--- config.mk ---
export PLATFORM = sky130hd
export DESIGN_NAME = dcache_ctrl_flat
export DESIGN_NICKNAME = d
export VERILOG_FILES = /design/src/rtl/dcache_pkg.sv /design/src/rtl/dcache_if.sv /design/src/rtl/dcache_word_merge.sv /design/src/rtl/dcache_ctrl.sv /design/src/flat_wrapper.sv
export SDC_FILE = /design/constraint.sdc
export NUM_CORES = 2
export LEC_CHECK = 0
export CORE_AREA = 2 2 479 481
export DETAILED_ROUTE_END_ITERATION = 7
export DIE_AREA = 0 0 481 483
export PLACE_DENSITY = 0.4
export SYNTH_ARGS = -nofsm -noshare
export SYNTH_HDL_FRONTEND = slang
export SYNTH_SLANG_ARGS = --single-unit
--- constraint.sdc ---
create_clock -name clk_i -period 19.7 [get_ports clk_i]
set_input_delay 1.97 -clock clk_i [delete_from_list [all_inputs] [get_ports clk_i]]
set_output_delay 1.97 -clock clk_i [all_outputs]
set_load 0.1 [all_outputs]
--- src/rtl/dcache_pkg.sv ---
// Shared parameters, tag-field layout and FSM state encoding for the dcache controller.
package dcache_pkg;

  localparam int TAG_W      = 23;
  localparam int IDX_W      = 4;
  localparam int LINE_W     = 256;
  localparam int WORD_W     = 32;
  localparam int NUM_WORDS  = LINE_W / WORD_W;
  localparam int WSEL_W     = 3;
  localparam int ADDR_W     = 32;
  localparam int OFF_W      = 5;

  // SRAM tag word is {valid, dirty, tag}
  localparam int SRAM_TAG_W = TAG_W + 2;
  localparam int VALID_BIT  = 24;
  localparam int DIRTY_BIT  = 23;

  typedef enum logic [2:0] {
    IDLE       = 3'd0,
    MISS       = 3'd1,
    WRITEBACK  = 3'd2,
    READMISS   = 3'd3,
    READMISSOK = 3'd4
  } state_e;

  // Builds the SRAM tag word from its three fields.
  function automatic logic [SRAM_TAG_W-1:0] make_tag(input logic valid,
                                                     input logic dirty,
                                                     input logic [TAG_W-1:0] tag);
    return {valid, dirty, tag};
  endfunction

endpackage

--- src/rtl/dcache_if.sv ---
// CPU, SRAM and memory signal bundle around the dcache controller.
// master = controller side, slave = CPU/SRAM/memory environment side.
interface dcache_if;
  import dcache_pkg::*;

  // CPU port
  logic [ADDR_W-1:0]     cpu_addr_i;
  logic [WORD_W-1:0]     cpu_data_i;
  logic                  cpu_MemRead_i;
  logic                  cpu_MemWrite_i;
  logic [WORD_W-1:0]     cpu_data_o;
  logic                  cpu_stall_o;

  // Tag/data SRAM port
  logic [IDX_W-1:0]      sram_addr_o;
  logic [SRAM_TAG_W-1:0] sram_tag_o;
  logic [LINE_W-1:0]     sram_data_o;
  logic                  sram_enable_o;
  logic                  sram_write_o;
  logic                  sram_write_hit_o;
  logic [SRAM_TAG_W-1:0] sram_tag_i;
  logic [LINE_W-1:0]     sram_data_i;
  logic                  sram_hit_i;

  // Off-chip memory port
  logic [ADDR_W-1:0]     mem_addr_o;
  logic [LINE_W-1:0]     mem_data_o;
  logic                  mem_enable_o;
  logic                  mem_write_o;
  logic [LINE_W-1:0]     mem_data_i;
  logic                  mem_ack_i;

  modport master (
    input  cpu_addr_i, cpu_data_i, cpu_MemRead_i, cpu_MemWrite_i,
    output cpu_data_o, cpu_stall_o,
    output sram_addr_o, sram_tag_o, sram_data_o, sram_enable_o, sram_write_o, sram_write_hit_o,
    input  sram_tag_i, sram_data_i, sram_hit_i,
    output mem_addr_o, mem_data_o, mem_enable_o, mem_write_o,
    input  mem_data_i, mem_ack_i
  );

  modport slave (
    output cpu_addr_i, cpu_data_i, cpu_MemRead_i, cpu_MemWrite_i,
    input  cpu_data_o, cpu_stall_o,
    input  sram_addr_o, sram_tag_o, sram_data_o, sram_enable_o, sram_write_o, sram_write_hit_o,
    output sram_tag_i, sram_data_i, sram_hit_i,
    input  mem_addr_o, mem_data_o, mem_enable_o, mem_write_o,
    output mem_data_i, mem_ack_i
  );

endinterface

--- src/rtl/dcache_word_merge.sv ---
// Combinational word extract from a cache line and word insert into a cache line.
module dcache_word_merge
  import dcache_pkg::*;
(
  input  logic [LINE_W-1:0] line_i,
  input  logic [WSEL_W-1:0] word_sel_i,
  input  logic [WORD_W-1:0] word_i,
  output logic [LINE_W-1:0] line_o,
  output logic [WORD_W-1:0] word_o
);

  logic [WORD_W-1:0] words [NUM_WORDS];

  genvar gi;
  generate
    for (gi = 0; gi < NUM_WORDS; gi++) begin : g_word
      assign words[gi] = line_i[gi*WORD_W +: WORD_W];
      assign line_o[gi*WORD_W +: WORD_W] =
        (word_sel_i == WSEL_W'(gi)) ? word_i : line_i[gi*WORD_W +: WORD_W];
    end
  endgenerate

  assign word_o = words[word_sel_i];

endmodule

--- src/rtl/dcache_ctrl.sv ---
// Data-cache controller: zero-wait hits, store merge, dirty write-back and line fill on miss.
module dcache_ctrl
  import dcache_pkg::*;
(
  input  logic     clk_i,
  input  logic     rst_i,
  dcache_if.master bus
);

  // Address split
  logic [TAG_W-1:0]  cpu_tag;
  logic [IDX_W-1:0]  cpu_idx;
  logic [WSEL_W-1:0] cpu_word;
  logic [1:0]        unused_byte_off;

  assign cpu_tag         = bus.cpu_addr_i[31:9];
  assign cpu_idx         = bus.cpu_addr_i[8:5];
  assign cpu_word        = bus.cpu_addr_i[4:2];
  assign unused_byte_off = bus.cpu_addr_i[1:0];

  // A simultaneous read and write is handled as a write
  logic req;
  logic is_write;
  assign req      = bus.cpu_MemRead_i | bus.cpu_MemWrite_i;
  assign is_write = bus.cpu_MemWrite_i;

  state_e            state_q, state_d;
  logic [TAG_W-1:0]  req_tag_q, req_tag_d;
  logic [IDX_W-1:0]  req_idx_q, req_idx_d;
  logic [TAG_W-1:0]  victim_tag_q, victim_tag_d;
  logic [LINE_W-1:0] victim_data_q, victim_data_d;
  logic [LINE_W-1:0] fill_q, fill_d;

  logic [LINE_W-1:0] merged_line;
  logic [WORD_W-1:0] load_word;

  dcache_word_merge u_merge (
    .line_i     (bus.sram_data_i),
    .word_sel_i (cpu_word),
    .word_i     (bus.cpu_data_i),
    .line_o     (merged_line),
    .word_o     (load_word)
  );

  assign bus.cpu_data_o  = load_word;
  assign bus.cpu_stall_o = req & (~bus.sram_hit_i | (state_q != IDLE));

  // Once a miss is taken the latched set is used, so a dropped request still fills the right set
  assign bus.sram_addr_o   = (state_q == IDLE) ? cpu_idx : req_idx_q;
  assign bus.sram_enable_o = req | (state_q != IDLE);

  // State and miss buffers; reset drops the memory request immediately
  always_ff @(posedge clk_i or posedge rst_i) begin
    if (rst_i) begin
      state_q       <= IDLE;
      req_tag_q     <= '0;
      req_idx_q     <= '0;
      victim_tag_q  <= '0;
      victim_data_q <= '0;
      fill_q        <= '0;
    end else begin
      state_q       <= state_d;
      req_tag_q     <= req_tag_d;
      req_idx_q     <= req_idx_d;
      victim_tag_q  <= victim_tag_d;
      victim_data_q <= victim_data_d;
      fill_q        <= fill_d;
    end
  end

  logic [SRAM_TAG_W-1:0] sram_tag;
  logic [LINE_W-1:0]     sram_data;
  logic                  sram_write;
  logic                  sram_write_hit;
  logic [ADDR_W-1:0]     mem_addr;
  logic [LINE_W-1:0]     mem_data;
  logic                  mem_enable;
  logic                  mem_write;

  // Next-state, buffer capture and SRAM/memory strobes
  always_comb begin
    state_d        = state_q;
    req_tag_d      = req_tag_q;
    req_idx_d      = req_idx_q;
    victim_tag_d   = victim_tag_q;
    victim_data_d  = victim_data_q;
    fill_d         = fill_q;
    sram_tag       = make_tag(1'b0, 1'b0, cpu_tag);
    sram_data      = merged_line;
    sram_write     = 1'b0;
    sram_write_hit = 1'b0;
    mem_addr       = '0;
    mem_data       = '0;
    mem_enable     = 1'b0;
    mem_write      = 1'b0;

    case (state_q)
      IDLE: begin
        if (req) begin
          if (bus.sram_hit_i) begin
            if (is_write) begin
              sram_write     = 1'b1;
              sram_write_hit = 1'b1;
              sram_tag       = make_tag(1'b1, 1'b1, cpu_tag);
              sram_data      = merged_line;
            end
          end else begin
            req_tag_d = cpu_tag;
            req_idx_d = cpu_idx;
            state_d   = MISS;
          end
        end
      end

      MISS: begin
        if (bus.sram_tag_i[VALID_BIT] & bus.sram_tag_i[DIRTY_BIT]) begin
          victim_tag_d  = bus.sram_tag_i[TAG_W-1:0];
          victim_data_d = bus.sram_data_i;
          state_d       = WRITEBACK;
        end else begin
          state_d = READMISS;
        end
      end

      WRITEBACK: begin
        mem_enable = 1'b1;
        mem_write  = 1'b1;
        mem_addr   = {victim_tag_q, req_idx_q, {OFF_W{1'b0}}};
        mem_data   = victim_data_q;
        if (bus.mem_ack_i) begin
          state_d = READMISS;
        end
      end

      READMISS: begin
        mem_enable = 1'b1;
        mem_addr   = {req_tag_q, req_idx_q, {OFF_W{1'b0}}};
        if (bus.mem_ack_i) begin
          fill_d  = bus.mem_data_i;
          state_d = READMISSOK;
        end
      end

      READMISSOK: begin
        sram_write = 1'b1;
        sram_tag   = make_tag(1'b1, 1'b0, req_tag_q);
        sram_data  = fill_q;
        state_d    = IDLE;
      end

      default: state_d = IDLE;
    endcase
  end

  assign bus.sram_tag_o       = sram_tag;
  assign bus.sram_data_o      = sram_data;
  assign bus.sram_write_o     = sram_write;
  assign bus.sram_write_hit_o = sram_write_hit;
  assign bus.mem_addr_o       = mem_addr;
  assign bus.mem_data_o       = mem_data;
  assign bus.mem_enable_o     = mem_enable;
  assign bus.mem_write_o      = mem_write;

endmodule

--- src/flat_wrapper.sv ---
// flat-port wrapper written by rule: the top's interface ports become plain ports
module dcache_ctrl_flat import dcache_pkg::*;
  (clk_i, rst_i, bus_cpu_addr_i, bus_cpu_data_i, bus_cpu_MemRead_i, bus_cpu_MemWrite_i, bus_cpu_data_o, bus_cpu_stall_o, bus_sram_addr_o, bus_sram_tag_o, bus_sram_data_o, bus_sram_enable_o, bus_sram_write_o, bus_sram_write_hit_o, bus_sram_tag_i, bus_sram_data_i, bus_sram_hit_i, bus_mem_addr_o, bus_mem_data_o, bus_mem_enable_o, bus_mem_write_o, bus_mem_data_i, bus_mem_ack_i);
  dcache_if bus_i ();
  input  logic clk_i;
  input  logic rst_i;
  input wire logic [$bits(bus_i.cpu_addr_i)-1:0] bus_cpu_addr_i;
  input wire logic [$bits(bus_i.cpu_data_i)-1:0] bus_cpu_data_i;
  input wire logic [$bits(bus_i.cpu_MemRead_i)-1:0] bus_cpu_MemRead_i;
  input wire logic [$bits(bus_i.cpu_MemWrite_i)-1:0] bus_cpu_MemWrite_i;
  output wire logic [$bits(bus_i.cpu_data_o)-1:0] bus_cpu_data_o;
  output wire logic [$bits(bus_i.cpu_stall_o)-1:0] bus_cpu_stall_o;
  output wire logic [$bits(bus_i.sram_addr_o)-1:0] bus_sram_addr_o;
  output wire logic [$bits(bus_i.sram_tag_o)-1:0] bus_sram_tag_o;
  output wire logic [$bits(bus_i.sram_data_o)-1:0] bus_sram_data_o;
  output wire logic [$bits(bus_i.sram_enable_o)-1:0] bus_sram_enable_o;
  output wire logic [$bits(bus_i.sram_write_o)-1:0] bus_sram_write_o;
  output wire logic [$bits(bus_i.sram_write_hit_o)-1:0] bus_sram_write_hit_o;
  input wire logic [$bits(bus_i.sram_tag_i)-1:0] bus_sram_tag_i;
  input wire logic [$bits(bus_i.sram_data_i)-1:0] bus_sram_data_i;
  input wire logic [$bits(bus_i.sram_hit_i)-1:0] bus_sram_hit_i;
  output wire logic [$bits(bus_i.mem_addr_o)-1:0] bus_mem_addr_o;
  output wire logic [$bits(bus_i.mem_data_o)-1:0] bus_mem_data_o;
  output wire logic [$bits(bus_i.mem_enable_o)-1:0] bus_mem_enable_o;
  output wire logic [$bits(bus_i.mem_write_o)-1:0] bus_mem_write_o;
  input wire logic [$bits(bus_i.mem_data_i)-1:0] bus_mem_data_i;
  input wire logic [$bits(bus_i.mem_ack_i)-1:0] bus_mem_ack_i;
  assign bus_i.cpu_addr_i = bus_cpu_addr_i;
  assign bus_i.cpu_data_i = bus_cpu_data_i;
  assign bus_i.cpu_MemRead_i = bus_cpu_MemRead_i;
  assign bus_i.cpu_MemWrite_i = bus_cpu_MemWrite_i;
  assign bus_cpu_data_o = bus_i.cpu_data_o;
  assign bus_cpu_stall_o = bus_i.cpu_stall_o;
  assign bus_sram_addr_o = bus_i.sram_addr_o;
  assign bus_sram_tag_o = bus_i.sram_tag_o;
  assign bus_sram_data_o = bus_i.sram_data_o;
  assign bus_sram_enable_o = bus_i.sram_enable_o;
  assign bus_sram_write_o = bus_i.sram_write_o;
  assign bus_sram_write_hit_o = bus_i.sram_write_hit_o;
  assign bus_i.sram_tag_i = bus_sram_tag_i;
  assign bus_i.sram_data_i = bus_sram_data_i;
  assign bus_i.sram_hit_i = bus_sram_hit_i;
  assign bus_mem_addr_o = bus_i.mem_addr_o;
  assign bus_mem_data_o = bus_i.mem_data_o;
  assign bus_mem_enable_o = bus_i.mem_enable_o;
  assign bus_mem_write_o = bus_i.mem_write_o;
  assign bus_i.mem_data_i = bus_mem_data_i;
  assign bus_i.mem_ack_i = bus_mem_ack_i;
  dcache_ctrl u_core (.clk_i(clk_i), .rst_i(rst_i), .bus(bus_i));
endmodule
==> metrics.txt <==
status=complete, no violations; DR WL/cell=roughly 33 um; post-synthesis register bit count=around 570; area grow syn2layout=56.4%; Syn Inst Count=around 2600; Worst-Margin Slew=approximately 1.3 ns; Critical-path top delay cell=clkdlybuf4s50_1; design area=49100 um^2; Seq/Total Area, Yosys=0.450; Starting DRT DRC Count=between 1500 and 2000; post-layout util=0.217; pin count of the biggest net entering global routing=128; area leader, netlist=dfrtp_1; power per cell area=186 nW/um^2; synth top area cells=dfrtp_1 (45%), mux2_2 (15%), mux2_4 (10%), a2bb2oi_1 (7.1%), and2_1 (5.2%); DIE WIDTH=481 um; IO buf count=approximately 1200; CTS Buf Count=83; Post-synth ARST share=1.00; pre-CTS setup slack=roughly 11 ns; CP delay by family, top=buffers and inverters; post-layout minimum cycle time=roughly 8.2 ns; Total GRT Usage=0.186; Die Ht=between 400 and 500 um; Post-synth top flop=dfrtp_1; fin crit share=0.415; vias in the first global route=28900; most frequent cells after synthesis=dfrtp_1 (565), mux2_2 (405), and2_1 (260), nand2_1 (259), a21oi_1 (257); Hold Path Class=flip-flop to flip-flop; critical path data required time=about 18 ns; Antenna Nets Post-Route=0; Slew Viols, Final=0; setup TNS=0 ns; Crit path top cell by count=buf_4; maximum achievable frequency=roughly 0.12 GHz; Netlist cell types=34; worst-skew pair later-pin latency=a little over 0.7 ns; vias per cell=approximately 4; setup repair bufs after CTS=0; CP arrival=around 6.2 ns; row count=~180; FF/Latch Area=around 14000 um^2; Avg Inst Size Synth=between 10 and 15 um^2; CP max stage delay=1.26 ns; total iterations of the first detailed-routing run=5; most common cell in the netlist=dfrtp_1; EDFF count, synth=0; Worst Path Max Fanout=34; Layout Nets=4344; Yosys warning total=0; Longest Clk Path Bufs=3; TritonCTS clock tree=done; Starting Density=0.138; Yosys top cell area share=0.450; RSZ-0062 raised after global routing=false; CP Cell Sequence=buf_6 > buf_4 > nor3b_2 > buf_4 > buf_4 > a21oi_1 > a2bb2oi_1 > clkdlybuf4s50_1; Rel. slew slack=0.156; mapped cell area=31400 um^2; final worst slack=approximately 12 ns; DRC=0; Clock Skew=0.0294 ns; Hold WS=between 0.4 and 0.5 ns; Max Cap Viol=0; worst ir drop on vdd=about 0.00010 V; die area=approximately 230000 um^2; critical path class=input port to output port; filler instances=roughly 25000; post-CTS sizing=0; boundary pin count=1218; Final Wtd Congestion=~0.85; LEAKAGE=approximately 20 nW; Hold Buf Count CTS=0; HP Start=u_core.victim_data_q[158]; total core area=~230000 um^2; global route total overflow=0; layout cells sized above 1=0.260; Critical Path Start=bus_cpu_addr_i[2]; H-Tree Depth=3; Root Driver=clkbuf_16; first-pass GRT wire length=between 200 and 300 mm; buffers and inverters on the worst path=5; antenna violations before repair=47; via count=27300; clock-pin slew on the worst setup and hold paths=approximately 0.050 ns; Critical Path Sink Type=output port; DP Area=roughly 46000 um^2; final WL=223 mm; reg2reg start=u_core.state_q[2]; area of the multi-input gates=around 16000 um^2; Sink Count=roughly 570; final hold violations=0; endpoints failing setup=0; post-detail-place hpwl=about 170 mm; startpoint types=input port
## final cells by class
class,count,area share
multi-input cells,1803,0.325
flip-flops and latches,565,0.288
repair buffers,1282,0.254
well taps,3009,0.0766
clock buffers,122,0.0481
clock inverters,26,0.00746
diodes,16,0.000815
inverters,2,0.000305
## metrics by stage
stage / cells / power, mW
after floorplan: 2643 / 6.07
after global routing: 6820 / 9.48
after global placement: 6661 / 7.60
after CTS: 6809 / 9.25
after detailed placement: 6661 / 7.62
final: 6825 / 9.13
## power breakdown
group          internal (mW)  switching (mW)
Sequential              1.75           0.338
Clock                  0.914           0.651
Combinational           1.71            3.76
## worst paths after layout
check,endpoint,cells after the start,slack [ns]
setup / recovery,bus_sram_data_o[35],8,11.53
setup reg to reg,u_core.fill_q[24],7,15.42
hold reg to reg,u_core.victim_data_q[158],1,0.49
min in group asynchronous,u_core.victim_data_q[163],2,1.80
max in group asynchronous,u_core.victim_data_q[48],5,14.86
hold / removal,u_core.victim_data_q[158],1,0.49
## layout by cell type (no fill, tap or decap), types with 3 or more instances in the layout
cell type,n
nand3b_1,3
clkbuf_8,12
a21oi_1,257
inv_16,3
clkinv_2,11
and2_1,260
a2bb2oi_1,256
dfrtp_1,564
bufinv_16,6
mux2i_1,23
diode_2,16
nor3b_2,4
clkbuf_16,84
clkdlybuf4s50_1,1117
clkbuf_1,26
conb_1,5
mux4_2,64
mux2_2,405
nand2_1,258
buf_12,4
mux2_4,210
buf_4,157
nor2_1,27
and3b_2,3
mux2_1,6
## kinds of logic after synthesis
group           after synthesis  share of synthesized area
compound gates              515                      0.113
xor+xnor                      1                   0.000279
buf+inv                     275                     0.0439
flops                       565                      0.450
mux                         708                      0.301
other cells                   1                   0.000119
simple gates                574                     0.0920
## state kept, by name, summed over array words and instances (netlist names)
signal,count
u_core.fill_q,256
u_core.victim_data_q,256
u_core.req_tag_q,23
u_core.victim_tag_q,23
u_core.req_idx_q,4
u_core.state_q,3
## layer usage
metal	wire length [um]	vias up	GRT usage
li1	-	11700	-
met1	82500	14100	0.199
met2	113000	1209	0.331
met3	18400	251	0.0615
met4	9150	18	0.0793
met5	138	-	0
## worst reg2reg max path: cells and delay by family, from the launching register on
| family | cells | cell delay [ns] |
|---|---|---|
| buf+inv | 4 | 2.23 |
| flops | 1 | 0.46 |
| mux | 1 | 0.46 |
| simple gates | 2 | 1.05 |
Note: power is estimated with default switching activity, not from simulation.
